$ cat config.mk
export PLATFORM = sky130hd
export DESIGN_NAME = regfile_rw_client_flat
export DESIGN_NICKNAME = d
export VERILOG_FILES = /design/src/rtl/regfile_rw_client_pkg.sv /design/src/rtl/regfile_rw_client_if.sv /design/src/rtl/regfile_rw_client_resp_reg.sv /design/src/rtl/regfile_rw_client.sv /design/src/flat_wrapper.sv
export SDC_FILE = /design/constraint.sdc
export NUM_CORES = 1
export LEC_CHECK = 0
export BUFFER_PORTS_ARGS = -buffer_cell sky130_fd_sc_hd__buf_4
export CORE_MARGIN = 1
export CORE_UTILIZATION = 45
export DETAILED_ROUTE_END_ITERATION = 8
export PLACE_DENSITY = 0.94
export SKIP_CTS_REPAIR_TIMING = 1
export SYNTH_ARGS = -nofsm -noshare
export SYNTH_HDL_FRONTEND = slang
export SYNTH_SLANG_ARGS = --single-unit
$ cat constraint.sdc
create_clock -name clk -period 3.2 [get_ports clk]
set_clock_uncertainty 0.15 [all_clocks]
set_input_delay 0.48 -clock clk [delete_from_list [all_inputs] [get_ports clk]]
set_output_delay 0.48 -clock clk [all_outputs]
set_load 0.02 [all_outputs]
$ cat src/rtl/regfile_rw_client_pkg.sv
`default_nettype none
// ============================================================================
//  Module      : regfile_client_pkg
//  Description : Shared request-type and controller-state encodings for the
//                regfile read/write client.
//  Revision    : 1.0 - initial release
// ============================================================================
package regfile_client_pkg;

  // Request opcode carried on req_type / resp_type.
  typedef enum logic [0:0] {
    RF_REQ_READ  = 1'b0,
    RF_REQ_WRITE = 1'b1
  } rf_req_type_t;

  // Controller state: sweeping the regfile after reset, then serving requests.
  typedef enum logic [0:0] {
    ST_INIT  = 1'b0,
    ST_READY = 1'b1
  } rf_client_state_t;

endpackage
`default_nettype wire

$ cat src/rtl/regfile_rw_client_if.sv
`default_nettype none
// ============================================================================
//  Module      : regfile_rw_client_if
//  Description : val/rdy request and response channels of the regfile client.
//                master = requesting logic, slave = the client controller.
//  Revision    : 1.0 - initial release
// ============================================================================
interface regfile_rw_client_if #(
  parameter int unsigned p_data_nbits   = 32,
  parameter int unsigned p_addr_nbits   = 5,
  parameter int unsigned p_opaque_nbits = 8
) ();
  import regfile_client_pkg::*;

  // Request channel
  logic                      req_val;
  logic                      req_rdy;
  rf_req_type_t              req_type;
  logic [p_addr_nbits-1:0]   req_addr;
  logic [p_data_nbits-1:0]   req_data;
  logic [p_opaque_nbits-1:0] req_opaque;

  // Response channel
  logic                      resp_val;
  logic                      resp_rdy;
  rf_req_type_t              resp_type;
  logic [p_opaque_nbits-1:0] resp_opaque;
  logic [p_data_nbits-1:0]   resp_data;

  modport master (
    output req_val, req_type, req_addr, req_data, req_opaque, resp_rdy,
    input  req_rdy, resp_val, resp_type, resp_opaque, resp_data
  );

  modport slave (
    input  req_val, req_type, req_addr, req_data, req_opaque, resp_rdy,
    output req_rdy, resp_val, resp_type, resp_opaque, resp_data
  );

endinterface
`default_nettype wire

$ cat src/rtl/regfile_rw_client_resp_reg.sv
`default_nettype none
// ============================================================================
//  Module      : regfile_client_resp_reg
//  Description : Single-entry val/rdy output register. A load always wins and
//                keeps the entry valid; a drain without load empties it; with
//                neither, the payload holds stable.
//  Revision    : 1.0 - initial release
// ============================================================================
module regfile_client_resp_reg #(
  parameter int unsigned p_payload_nbits = 8
) (
  input  logic                       clk,
  input  logic                       reset,
  input  logic                       load_i,
  input  logic                       drain_i,
  input  logic [p_payload_nbits-1:0] payload_i,
  output logic                       val_o,
  output logic [p_payload_nbits-1:0] payload_o
);
  import regfile_client_pkg::*;

  logic                       val_q;
  logic                       val_d;
  logic [p_payload_nbits-1:0] payload_q;
  logic [p_payload_nbits-1:0] payload_d;

  // Next-state: reload on load (covers simultaneous drain+load), clear on drain.
  always_comb begin
    val_d     = val_q;
    payload_d = payload_q;
    if (load_i) begin
      val_d     = 1'b1;
      payload_d = payload_i;
    end else if (drain_i) begin
      val_d     = 1'b0;
    end
  end

  // State register; reset drops any buffered response.
  always_ff @(posedge clk) begin
    if (reset) begin
      val_q     <= 1'b0;
      payload_q <= '0;
    end else begin
      val_q     <= val_d;
      payload_q <= payload_d;
    end
  end

  assign val_o     = val_q;
  assign payload_o = payload_q;

endmodule
`default_nettype wire

$ cat src/rtl/regfile_rw_client.sv
`default_nettype none
// ============================================================================
//  Module      : regfile_rw_client
//  Description : Latency-insensitive front end for a 1r1w regfile. Sweeps all
//                entries to p_init_value after reset, then serves one read or
//                write per cycle with a registered val/rdy response stage.
//  Revision    : 1.0 - initial release
// ============================================================================
module regfile_rw_client #(
  parameter int unsigned             p_data_nbits   = 32,
  parameter int unsigned             p_num_entries  = 32,
  parameter int unsigned             p_opaque_nbits = 8,
  parameter logic [p_data_nbits-1:0] p_init_value   = '0,
  localparam int unsigned            c_addr_nbits   = $clog2(p_num_entries)
) (
  input  logic                    clk,
  input  logic                    reset,
  regfile_rw_client_if.slave      bus,
  output logic [c_addr_nbits-1:0] rf_read_addr,
  input  logic [p_data_nbits-1:0] rf_read_data,
  output logic                    rf_write_en,
  output logic [c_addr_nbits-1:0] rf_write_addr,
  output logic [p_data_nbits-1:0] rf_write_data,
  output logic                    init_done
);
  import regfile_client_pkg::*;

  localparam int unsigned             c_payload_nbits = 1 + p_opaque_nbits + p_data_nbits;
  localparam logic [c_addr_nbits-1:0] c_last_addr     = c_addr_nbits'(p_num_entries - 1);

  rf_client_state_t            state_q;
  logic [c_addr_nbits-1:0]     cnt_q;
  logic                        init_done_q;

  logic                        in_init;
  logic                        req_rdy;
  logic                        fire;
  logic                        is_write;
  logic                        resp_val_q;
  logic [p_data_nbits-1:0]     resp_data_d;
  logic [c_payload_nbits-1:0]  payload_d;
  logic [c_payload_nbits-1:0]  payload_q;

  // Accept a request only when serving and the output slot is free or draining.
  assign in_init  = (state_q == ST_INIT);
  assign req_rdy  = !in_init && (!resp_val_q || bus.resp_rdy);
  assign fire     = bus.req_val && req_rdy;
  assign is_write = (bus.req_type == RF_REQ_WRITE);

  // Regfile port steering: the init sweep owns the write port during INIT.
  always_comb begin
    rf_read_addr  = '0;
    rf_write_en   = 1'b0;
    rf_write_addr = '0;
    rf_write_data = '0;
    if (in_init) begin
      rf_write_en   = 1'b1;
      rf_write_addr = cnt_q;
      rf_write_data = p_init_value;
    end else begin
      rf_read_addr  = bus.req_addr;
      rf_write_en   = fire && is_write;
      rf_write_addr = bus.req_addr;
      rf_write_data = bus.req_data;
    end
  end

  // Response payload: reads capture the combinational regfile output at the
  // accepting edge; writes report zero data.
  always_comb begin
    resp_data_d = is_write ? '0 : rf_read_data;
    payload_d   = {bus.req_type, bus.req_opaque, resp_data_d};
  end

  regfile_client_resp_reg #(
    .p_payload_nbits (c_payload_nbits)
  ) u_resp_reg (
    .clk       (clk),
    .reset     (reset),
    .load_i    (fire),
    .drain_i   (bus.resp_rdy),
    .payload_i (payload_d),
    .val_o     (resp_val_q),
    .payload_o (payload_q)
  );

  // Controller FSM: walk the init counter across every entry, then serve.
  always_ff @(posedge clk) begin
    if (reset) begin
      state_q     <= ST_INIT;
      cnt_q       <= '0;
      init_done_q <= 1'b0;
    end else begin
      case (state_q)
        ST_INIT: begin
          cnt_q <= cnt_q + 1'b1;
          if (cnt_q == c_last_addr) begin
            state_q     <= ST_READY;
            init_done_q <= 1'b1;
            cnt_q       <= '0;
          end
        end
        ST_READY: begin
          state_q <= ST_READY;
        end
        default: begin
          state_q <= ST_INIT;
        end
      endcase
    end
  end

  assign bus.req_rdy     = req_rdy;
  assign bus.resp_val    = resp_val_q;
  assign bus.resp_type   = rf_req_type_t'(payload_q[c_payload_nbits-1]);
  assign bus.resp_opaque = payload_q[p_data_nbits +: p_opaque_nbits];
  assign bus.resp_data   = payload_q[p_data_nbits-1:0];
  assign init_done       = init_done_q;

  // Out-of-range addresses are not handled in hardware.
  a_addr_in_range: assert property (@(posedge clk) disable iff (reset)
    (!in_init && bus.req_val) |-> (int'(bus.req_addr) < int'(p_num_entries)));

  // Handshake controls must be known once reset is released.
  a_ctrl_known: assert property (@(posedge clk) disable iff (reset)
    !$isunknown({bus.req_val, bus.resp_rdy}));

endmodule
`default_nettype wire

$ cat src/flat_wrapper.sv
// flat-port wrapper written by rule: the top's interface ports become plain ports
module regfile_rw_client_flat import regfile_client_pkg::*;
#(
  parameter int unsigned             p_data_nbits   = 32,
  parameter int unsigned             p_num_entries  = 32,
  parameter int unsigned             p_opaque_nbits = 8,
  parameter logic [p_data_nbits-1:0] p_init_value   = '0,
  localparam int unsigned            c_addr_nbits   = $clog2(p_num_entries)
)
  (clk, reset, rf_read_addr, rf_read_data, rf_write_en, rf_write_addr, rf_write_data, init_done, bus_req_val, bus_req_type, bus_req_addr, bus_req_data, bus_req_opaque, bus_resp_rdy, bus_req_rdy, bus_resp_val, bus_resp_type, bus_resp_opaque, bus_resp_data);
  regfile_rw_client_if #(.p_data_nbits(p_data_nbits), .p_addr_nbits((5)), .p_opaque_nbits(p_opaque_nbits)) bus_i ();
  input  logic clk;
  input  logic reset;
  output logic [c_addr_nbits-1:0] rf_read_addr;
  input  logic [p_data_nbits-1:0] rf_read_data;
  output logic rf_write_en;
  output logic [c_addr_nbits-1:0] rf_write_addr;
  output logic [p_data_nbits-1:0] rf_write_data;
  output logic init_done;
  input wire logic [$bits(bus_i.req_val)-1:0] bus_req_val;
  input wire logic [$bits(bus_i.req_type)-1:0] bus_req_type;
  input wire logic [$bits(bus_i.req_addr)-1:0] bus_req_addr;
  input wire logic [$bits(bus_i.req_data)-1:0] bus_req_data;
  input wire logic [$bits(bus_i.req_opaque)-1:0] bus_req_opaque;
  input wire logic [$bits(bus_i.resp_rdy)-1:0] bus_resp_rdy;
  output wire logic [$bits(bus_i.req_rdy)-1:0] bus_req_rdy;
  output wire logic [$bits(bus_i.resp_val)-1:0] bus_resp_val;
  output wire logic [$bits(bus_i.resp_type)-1:0] bus_resp_type;
  output wire logic [$bits(bus_i.resp_opaque)-1:0] bus_resp_opaque;
  output wire logic [$bits(bus_i.resp_data)-1:0] bus_resp_data;
  assign bus_i.req_val = bus_req_val;
  assign bus_i.req_type = bus_req_type;
  assign bus_i.req_addr = bus_req_addr;
  assign bus_i.req_data = bus_req_data;
  assign bus_i.req_opaque = bus_req_opaque;
  assign bus_i.resp_rdy = bus_resp_rdy;
  assign bus_req_rdy = bus_i.req_rdy;
  assign bus_resp_val = bus_i.resp_val;
  assign bus_resp_type = bus_i.resp_type;
  assign bus_resp_opaque = bus_i.resp_opaque;
  assign bus_resp_data = bus_i.resp_data;
  regfile_rw_client #(.p_data_nbits(p_data_nbits), .p_num_entries(p_num_entries), .p_opaque_nbits(p_opaque_nbits), .p_init_value(p_init_value)) u_core (.clk(clk), .reset(reset), .bus(bus_i), .rf_read_addr(rf_read_addr), .rf_read_data(rf_read_data), .rf_write_en(rf_write_en), .rf_write_addr(rf_write_addr), .rf_write_data(rf_write_data), .init_done(init_done));
endmodule
==> impl_metrics.csv <==
group,metric,value,unit
floorplan,dieArea,5963,µm²
routing,drc,0,
place,port-buffer-count,168,
floorplan,core_area,5473,µm²
sta,hold_slack,0.2905,ns
sta,slew_headroom,57.98,%
global_route,grt_pass1_wl,11030,µm
floorplan,die_y,77.22,µm
layout,syn2layout_area_growth,53.56,%
power,irDropWorstVdd,0.1601,mV
routing,wl_per_cell,13.96,µm
place,dp_cells,490,
sta,fin_setup_tns,0,ns
logic_synthesis,synth_top_area_share,38.53,%
routing,dr.pass1.iters,6,
floorplan,initial_core_util,46.52,%
clock_network,cts_tree,"done",
layout,multi_input_area,1436,µm²
logic_synthesis,yosysUniqueCellTypes,25,
floorplan,rows,27,
critical_path,arrival,1.49,ns
sta,rsz0062_at_grt,"no",
clock_network,cts_buffers,5,
critical_path,worstReg2RegEnd,"u_core.cnt_q[2]",
clock_network,cts.path.max_buffers,2,
critical_path,crit_chain,"buf_4 > and2_1 > a21o_1 > buf_4",
clock_network,cts.htree.levels,2,
global_route,grt_max_degree,82,
logic_synthesis,syn_inst,272,
routing,vias_per_cell,4.986,
place,dp_worst_setup_slack,1.185,ns
place,place.gp.congestion,0.7872,
layout,instances_no_fill,498,
logic_synthesis,post_synth.cell_area_avg,9.361,µm²
global_route,grt_pass1_vias,2474,
sta,hold_viol,0,
critical_path,r2r_start,"u_core.cnt_q[0]",
layout,drive_gt1_share,43.19,%
sta,finalSetupViolCount,0,
logic_synthesis,synth_edf_count,0,
clock_network,clk_latency,0.30,ns
layout,layout.nets,510,
critical_path,cpMostUsedCell,"buf_4",
global_route,gr-total-overflow,0,
critical_path,reg2regPathDepth,5,
power,p_total,1193,µW
power,powerDensity,305.1,nW/µm²
place,hpwl,5135,µm
run,cap_violations,0,
routing,wirelength,6950,µm
logic_synthesis,yosysSeqAreaShare,38.53,%
clock_network,cts.sinks,49,
critical_path,crit_end,"rf_write_addr[0]",
critical_path,crit_path_end_kind,"output pin",
floorplan,die_w,77.22,µm
critical_path,r2r_slack,1.16,ns
clock_network,cts-root-buf,"clkbuf_8",
layout,n_antenna_cell,0,
layout,fill_cells,441,
logic_synthesis,synth_nets,357,
sta,period_minus_slack,2.122,ns
critical_path,cp-startpoint,"u_core.state_q",
sta,drv_slew,0,
routing,vias,2483,
clock_network,path_clk_slew,0.09,ns
logic_synthesis,ys_top_cells_by_count,"dfxtp_1, and2_1, mux2i_1, nand2b_1, or3b_1",
power,leakage,0.001776,µW
floorplan,pin_count,169,
critical_path,cpPeakStageDelay,0.39,ns
critical_path,crit_path_start_kind,"register",
logic_synthesis,ys_warn_count,0,
logic_synthesis,syn-cell-area,2546,µm²
critical_path,slowest_stage,"buf_4",
sta,fin_crit_sh,66.30,%
sta,max_freq,471.4,MHz
routing,postRouteAntennaNets,0,
global_route,grt.total_usage,22.88,%
logic_synthesis,dominantRegCellSynth,"dfxtp_1",
routing,drt-initial-drc-count,91,
global_route,antenna_found_initial,0,
min_path,hold_path.class,"primary input to register",
sta,fin_ws,1.078,ns
critical_path,crit_fanout,57,
sta,worst_pin_slew,0.6303,ns
layout,regArea,980.9,µm²
critical_path,cp.required,2.57,ns
logic_synthesis,synth.most_common_cell,"dfxtp_1",
logic_synthesis,ys_ff_latch,49,
run_status,status,"finished clean",
logic_synthesis,synthTopCellsByArea,"dfxtp_1, mux2i_1, or3b_1",
critical_path,path_class,"register to output pin",
logic_synthesis,synthArstFlopShare,0,%
logic_synthesis,synth_largest_area_cell,"dfxtp_1",
==> layer usage <==
metal  part of all wire [%]  global-route usage (%)
met3                    5.3                   6.071
met1                     40                   25.17
met2                     53                   40.97
met4                    2.1                   9.811
met5                      0                       0
==> per-stage QoR <==
step / area [µm²] / util, %
CTS: 3910 / 71.44
global route: 3910 / 71.44
floorplan: 2546 / -
finish: 3910 / 71.44
global placement: 3799 / 69.41
detailed placement: 3799 / 69.41
==> state kept, by name, indices dropped and copies added, names as in the netlist <==
signal	flops
u_core.init_done	1
u_core.u_resp_reg.val_o	1
u_core.cnt_q	5
u_core.u_resp_reg.payload_o	41
u_core.state_q	1
==> kinds of logic after synthesis <==
kind of cell             Yosys count  synth area share, %
AO/OA/AOI/OAI                     31                7.519
AND/OR/NAND/NOR                  128                34.05
buffers and inverters             27                5.062
flip-flops                        49                38.53
adder cells (fa/ha/maj)            3                1.474
multiplexers                      34                13.37
==> critical path: cells and delay by family, from the launching register on <==
kind                   cells  cell delay, ns
flip-flops                 1            0.35
AND/OR/NAND/NOR            1            0.23
buffers and inverters      2            0.52
AO/OA/AOI/OAI              1            0.09
==> power breakdown <==
part | internal [µW] | switching [µW]
clock | 235 | 206
sequential | 612 | 4.35
combinational | 89.0 | 45.8
total | 936 | 257
==> layout by cell type, fill, tap and decap left out, types with 2 or more instances in the layout <==
| cell | instances |
|---|---|
| buf_4 | 171 |
| dfxtp_1 | 49 |
| and2_1 | 37 |
| mux2i_1 | 34 |
| nand2b_1 | 33 |
| or3b_1 | 30 |
| a21oi_1 | 14 |
| nand4_1 | 10 |
| nor2_1 | 9 |
| o31ai_1 | 9 |
| a21o_1 | 5 |
| clkbuf_8 | 5 |
| ha_1 | 3 |
| inv_2 | 2 |
| nor3_1 | 2 |
| o21ai_0 | 2 |
| or3b_2 | 2 |
==> layout make-up <==
class | count | area share, %
tap | 72 | 2.304
clock buffer | 6 | 1.856
sequential | 49 | 25.09
clock inverter | 2 | 0.9920
multi-input combinational | 196 | 36.74
timing repair buffer | 171 | 32.83
inverter | 2 | 0.1920
==> worst min path at each step <==
| stage | startpoint | endpoint | slack [ns] | cells past startpoint |
|---|---|---|---|---|
| after global placement | u_core.u_resp_reg.payload_o[36] | u_core.u_resp_reg.payload_o[36] | 0.31 | 2 |
| final | bus_req_opaque[1] | u_core.u_resp_reg.payload_o[33] | 0.29 | 3 |
| after floorplan | u_core.cnt_q[3] | u_core.cnt_q[3] | 0.33 | 2 |
| after detailed placement | u_core.u_resp_reg.payload_o[15] | u_core.u_resp_reg.payload_o[15] | 0.31 | 2 |
| after global routing | bus_req_opaque[1] | u_core.u_resp_reg.payload_o[33] | 0.29 | 3 |
| after CTS | bus_req_opaque[1] | u_core.u_resp_reg.payload_o[33] | 0.28 | 3 |
Power figures use the tool's default switching activity.
